===== config.mk =====
export PLATFORM = sky130hd
export DESIGN_NAME = divsqrt_seq
export DESIGN_NICKNAME = d
export VERILOG_FILES = /design/src/rtl/divsqrt_seq.sv
export SDC_FILE = /design/constraint.sdc
export NUM_CORES = 1
export LEC_CHECK = 0
export BUFFER_PORTS_ARGS = -buffer_cell sky130_fd_sc_hd__buf_4
export CAP_MARGIN = 25
export CORE_AREA = 4 4 41 43
export CTS_BUF_LIST = sky130_fd_sc_hd__clkbuf_4
export CTS_CLUSTER_DIAMETER = 40
export DETAILED_ROUTE_END_ITERATION = 12
export DIE_AREA = 0 0 45 47
export PLACE_DENSITY = 0.66
export SYNTH_ARGS = -nofsm -noshare
export SYNTH_HDL_FRONTEND = slang
export SYNTH_SLANG_ARGS = --single-unit
export TNS_END_PERCENT = 5

===== constraint.sdc =====
create_clock -name clk -period 1.45 [get_ports clk]
set_clock_uncertainty 0.1 [all_clocks]
set_input_delay 0.3625 -clock clk [delete_from_list [all_inputs] [get_ports clk]]
set_output_delay 0.3625 -clock clk [all_outputs]
set_load 0.03 [all_outputs]

===== src/rtl/divsqrt_seq.sv =====
// divsqrt_seq: sequencing FSM for the iterative divide / square-root unit.
// Counts iteration cycles, raises busy/done toward the pipeline and captures
// the operation kind for the downstream stage.
module divsqrt_seq #(
  parameter int NF        = 52,
  parameter int LOGR      = 2,
  parameter int DIVCOPIES = 2,
  localparam int DIVCYCLES  = (NF + 4 + LOGR*DIVCOPIES - 1) / (LOGR*DIVCOPIES),
  localparam int SQRTCYCLES = DIVCYCLES + 1,
  localparam int CW         = $clog2(SQRTCYCLES + 1)
) (
  input  logic          clk,
  input  logic          reset,
  input  logic          FDivStartE,
  input  logic          SqrtE,
  input  logic          SpecialCaseE,
  input  logic          FlushE,
  input  logic          StallM,
  output logic          IFDivStartE,
  output logic          FDivBusyE,
  output logic          FDivDoneE,
  output logic          SqrtM,
  output logic          SpecialCaseM,
  output logic [CW-1:0] StepCnt
);

  localparam logic [1:0] IDLE = 2'd0;
  localparam logic [1:0] BUSY = 2'd1;
  localparam logic [1:0] DONE = 2'd2;

  logic [1:0]    state, stateNext;
  logic [CW-1:0] stepCntNext;

  // Start acceptance; reset gating keeps the pulse low while reset is held.
  always_comb begin
    IFDivStartE = ~reset & (state == IDLE) & FDivStartE & ~FlushE;
  end

  // Status outputs decoded from the current state.
  always_comb begin
    FDivDoneE = (state == DONE);
    FDivBusyE = (state == BUSY) | ((state == DONE) & StallM);
  end

  // Next-state and iteration-count logic; flush overrides every transition.
  always_comb begin
    stateNext   = state;
    stepCntNext = StepCnt;
    if (FlushE) begin
      stateNext   = IDLE;
      stepCntNext = '0;
    end else begin
      case (state)
        IDLE: begin
          if (FDivStartE) begin
            if (SpecialCaseE) begin
              stateNext   = DONE;
              stepCntNext = '0;
            end else begin
              stateNext   = BUSY;
              stepCntNext = SqrtE ? CW'(SQRTCYCLES - 1) : CW'(DIVCYCLES - 1);
            end
          end
        end
        BUSY: begin
          if (StepCnt == '0) stateNext = DONE;
          else               stepCntNext = StepCnt - 1'b1;
        end
        DONE: begin
          if (!StallM) stateNext = IDLE;
        end
        default: begin
          stateNext   = IDLE;
          stepCntNext = '0;
        end
      endcase
    end
  end

  // State, counter and captured operation attributes.
  always_ff @(posedge clk) begin
    if (reset) begin
      state        <= IDLE;
      StepCnt      <= '0;
      SqrtM        <= 1'b0;
      SpecialCaseM <= 1'b0;
    end else begin
      state   <= stateNext;
      StepCnt <= stepCntNext;
      if (IFDivStartE) begin
        SqrtM        <= SqrtE;
        SpecialCaseM <= SpecialCaseE;
      end
    end
  end

endmodule


## Word level (Yosys, flattened, before mapping)

Index checks and enable logic that the tools add are counted.

- Bitwise gates (word level): 8
- Equal/unequal tests: 6
- Shift-type cells: 0
- Add/sub/neg operators: 1
- Multiply operators: 0
- Magnitude comparators: 0
- Reduce and logical (&&, ||, !) cells: 5
- Div/mod/pow operators: 0
- Muxes and demuxes: 10

Operators with widths:

| operator | number |
|---|---|
| $mux 4 | 3 |
| $pmux 4 s3 | 1 |
| $mux 2 | 5 |
| $ne 2x2->1 const B | 3 |
| $pmux 2 s3 | 1 |
| $reduce_and 3->1 | 2 |
| $and 1x1->1 | 4 |
| $logic_not 4->1 | 1 |
| $sub 4x1->4 const B | 1 |
| $not 1->1 | 3 |
| $eq 2x1->1 const B | 1 |
| $eq 2x2->1 const B | 1 |
| $logic_not 2->1 | 1 |
| $ne 2x1->1 const B | 1 |
| $reduce_or 2->1 | 1 |
| $or 1x1->1 | 1 |

- Flip-flop bits (word level): 8
- ROM bits: 0
- Input bits: 7
- RAM bits: 0
- Word-level logic and storage cells: 34
- Memories kept: 0
- Latch bits: 0

## Logic depth before layout (Yosys ltp)

- Depth after elaboration: 4
- Mapped depth: 5

## Worst setup path before layout

Ideal clock, no wire load.

- Path type: input to output
- Start point: input reset
- End point: output IFDivStartE
- Stages: 2
- Data required time: 0.988 ns
- Buffers on the path: 0
- Setup slack: -0.399 ns
- Arrival time: 1.387 ns
- Cell sequence: or2_2 -> nor3_1

- Word-level cells in the longest chain between the ends: 4

RTL lines:

| what | RTL line | text |
|---|---|---|
| start, declared | 13 | `input logic reset,` |
| $not 1->1 | 36 | `IFDivStartE = ~reset & (state == IDLE) & FDivStartE & ~FlushE;` |
| $and 1x1->1 (3 in a row) | 36 |  |
| end, declared | 19 | `output logic IFDivStartE,` |

No other way between the ends.

## Worst setup path in the final report

Ends and elaborated chain as after synthesis.

==> results.toml <==
[run_status]
status = "finished with violations"
violations = "setup timing"

[global_route]
antenna_found_initial = 0
gr-usage-all-layers_pct = 14.2
overflow = 0
grt_max_degree = 17
grt_pass1_wl_mm = 2.21
grt_pass1_vias = 508

[synthesis]
yosysTopAreaCell = "dfxtp_1"
ys_types = 27
synth_async_sr_flop_share_pct = 0
synthAdderAreaFrac_pct = 4.55
synth_edf_count = 0
synth_simple_gate_area_share_pct = 29.5
synth_compound_area_share_pct = 23.2
syn-num-nets = 71
synth.most_common_cell = "dfxtp_1"
synth_top_area_share_pct = 29.1
syn_area_um2 = 551
synthTopCellsByArea = "dfxtp_1 29%, mux2i_1 5.5%, o211ai_1 5.5%, a21oi_1 4.5%, ha_1 4.5%"
synthFlopType = "dfxtp_1"
ys_warn_count = 0
synth_common_cells = "8 x dfxtp_1, 5 x a21oi_1, 5 x nor2_1"
synth.yosys.seq_area_share_pct = 29.1
syn_inst = 62
syn_avg_cell_area_um2 = 8.88
synth_top_family_by_area = "simple AND/OR/NAND/NOR gates"
ys_ff_latch = 8
synth_xor_area_share_pct = 0
synth_mux_area_share_pct = 5.45

[clocking]
numCtsBuffers = 3
ctsHtreeMaxLevel = 1
cts_buffer_depth = 2
cts_root_buf = "clkbuf_4"
clk_latency_ns = 0.26
clk_pin_slew_worst_paths_ns = 0.06
cts_setup_buffers = 0
cts_tree = "built"
cts_sinks = 8

[finish]
finalNonFillerCells = 103
final_core_util_pct = 61.9
layout-drive-gt1-share_pct = 44.3
diodes = 0
layout.nets = 99
area_delta_synth_final_pct = 46.4

[sta]
worst_slew_pin_slew_ns = 0.347
setup_slack_ns = -0.0737
drv_slew = 0
maxSlewHeadroom_pct = 76.8
min_period_over_period_pct = 105
fin_crit_ns = 1.52
finalSetupViolCount = 3
rsz0062_at_grt = "true"
fmax_ghz = 0.656
final_hold_viol_count = 0

[floorplan]
num_io_pins = 16
die_w_um = 45
core_area_mm2 = 0.00130
die_area_mm2 = 0.00212
rows = 13
start_util_pct = 42.3
die-height_um = 47

[run]
cap_violations = 0

[routing]
postRouteAntennaNets = 0
avgViaCountPerCell = 5.48
vias = 564
drt_iter0_markers = 13
finalWirelength_mm = 1.32
wl_per_cell_um = 12.8
route.detailed.drc = 0
dr.pass1.iters = 4

[placed_design]
place_ws_ns = -0.0932
dp_hpwl_mm = 1.03
gp_congestion = 0.737
dp.cells = 100
portBuffers = 15

[critical_path]
critical_path.cell_chain = "buf_4, or2_4, nor3_4, buf_6"
max_stage_delay_ns = 0.26
critPathArrivalTime_ns = 1.06
worstPathMaxFanout = 2
critPathLaunchType = "primary input"
crit_path_top_delay_cell = "or2_4"
end_kind = "primary output"
worstPathRequired_ns = 0.99
worstSetupPathType = "in2out"

[power]
ir_drop_mv = 0.477
p_per_area_mw_per_mm2 = 705
p_leak_nw = 0.337

[worst_hold_path]
hold_path_class = "in2reg"
metrics by stage:
stage          TNS (ns)  hold slack [ns]  total power, mW  instance area (um2)
3_5_place_dp    -0.0932            0.386            0.393                  764
5_1_grt          -0.347            0.280            0.602                  806
6_report         -0.166            0.270            0.568                  806
2_1_floorplan    -0.140            0.335            0.331                  568
4_1_cts          -0.205            0.266            0.577                  803
3_3_place_gp    -0.0881            0.381            0.392                  764
path summary, 6_finish.rpt:
check                                               start                   endpoint  slack, ns  cells after the start
worst max-delay path                                reset                IFDivStartE      -0.07                      4
worst min-delay path                                SqrtE         SqrtM$_SDFFE_PP0P_       0.27                      3
worst max register to register    StepCnt[0]$_SDFFE_PP0P_    StepCnt[2]$_SDFFE_PP0P_       0.11                      5
worst min register to register  SpecialCaseM$_SDFFE_PP0P_  SpecialCaseM$_SDFFE_PP0P_       0.40                      2
cell type report:
type                       count  area, um2
timing repair buffer          26        211
sequential                     8        165
clock buffer                   3       22.5
fill                         121        495
multi-input combinational     47        373
inverter                       4       15.0
tap                           15       18.8
sequential cells by signal, indices dropped and copies added (netlist names):
| register | count |
|---|---|
| SpecialCaseM | 1 |
| SqrtM | 1 |
| StepCnt | 4 |
| state | 2 |
repair_timing:
action                                  in CTS  in global routing
pin swaps                                    0                  0
hold buffers                                 0                  0
resized for setup                            6                  1
endpoints found under the setup margin       3                  4
placed cells by master, fill, tap and decap left out:
cell	n
a32oi_1	2
mux2i_1	2
nor3_4	1
nor2b_1	3
a21oi_1	5
dfxtp_4	1
nand4bb_1	1
nand2b_4	1
a2bb2oi_1	1
nor2_1	5
mux2i_2	1
and3b_1	2
o21ba_2	1
o32ai_1	1
o21a_1	2
buf_12	1
inv_2	1
or2_4	1
dfxtp_2	1
o211ai_1	4
nand3b_1	1
inv_1	3
clkbuf_4	3
a31oi_1	1
nand2_2	1
o22ai_1	1
nor3b_1	3
nor4_1	1
ha_1	2
dfxtp_1	6
nor3_1	3
nor4b_4	1
buf_4	24
buf_6	1
routing by layer:
layer | vias to the layer above | global-route usage, % | wire length (um)
met3 | 2 | 2.30 | 61
met1 | 262 | 19.0 | 588
li1 | 287 | - | -
met4 | 0 | 5.26 | 14
met5 | - | 0 | 0
met2 | 13 | 22.9 | 655
cell families after synthesis:
logic type | after synthesis
buf+inv | 7
flops | 8
mux | 3
simple gates | 24
compound gates | 18
fa+ha+maj | 2
critical path: cells and delay by family:
family	cells	cell delay (ns)
AND/OR/NAND/NOR	2	0.44
buffers and inverters	2	0.26
report_power, final:
part / internal [mW] / switching, mW / total [mW]
Sequential: 0.228 / 0.00819 / 0.236
Combinational: 0.0778 / 0.0775 / 0.155
Clock: 0.0951 / 0.0816 / 0.177
Note: power is estimated with default switching activity, not from simulation.
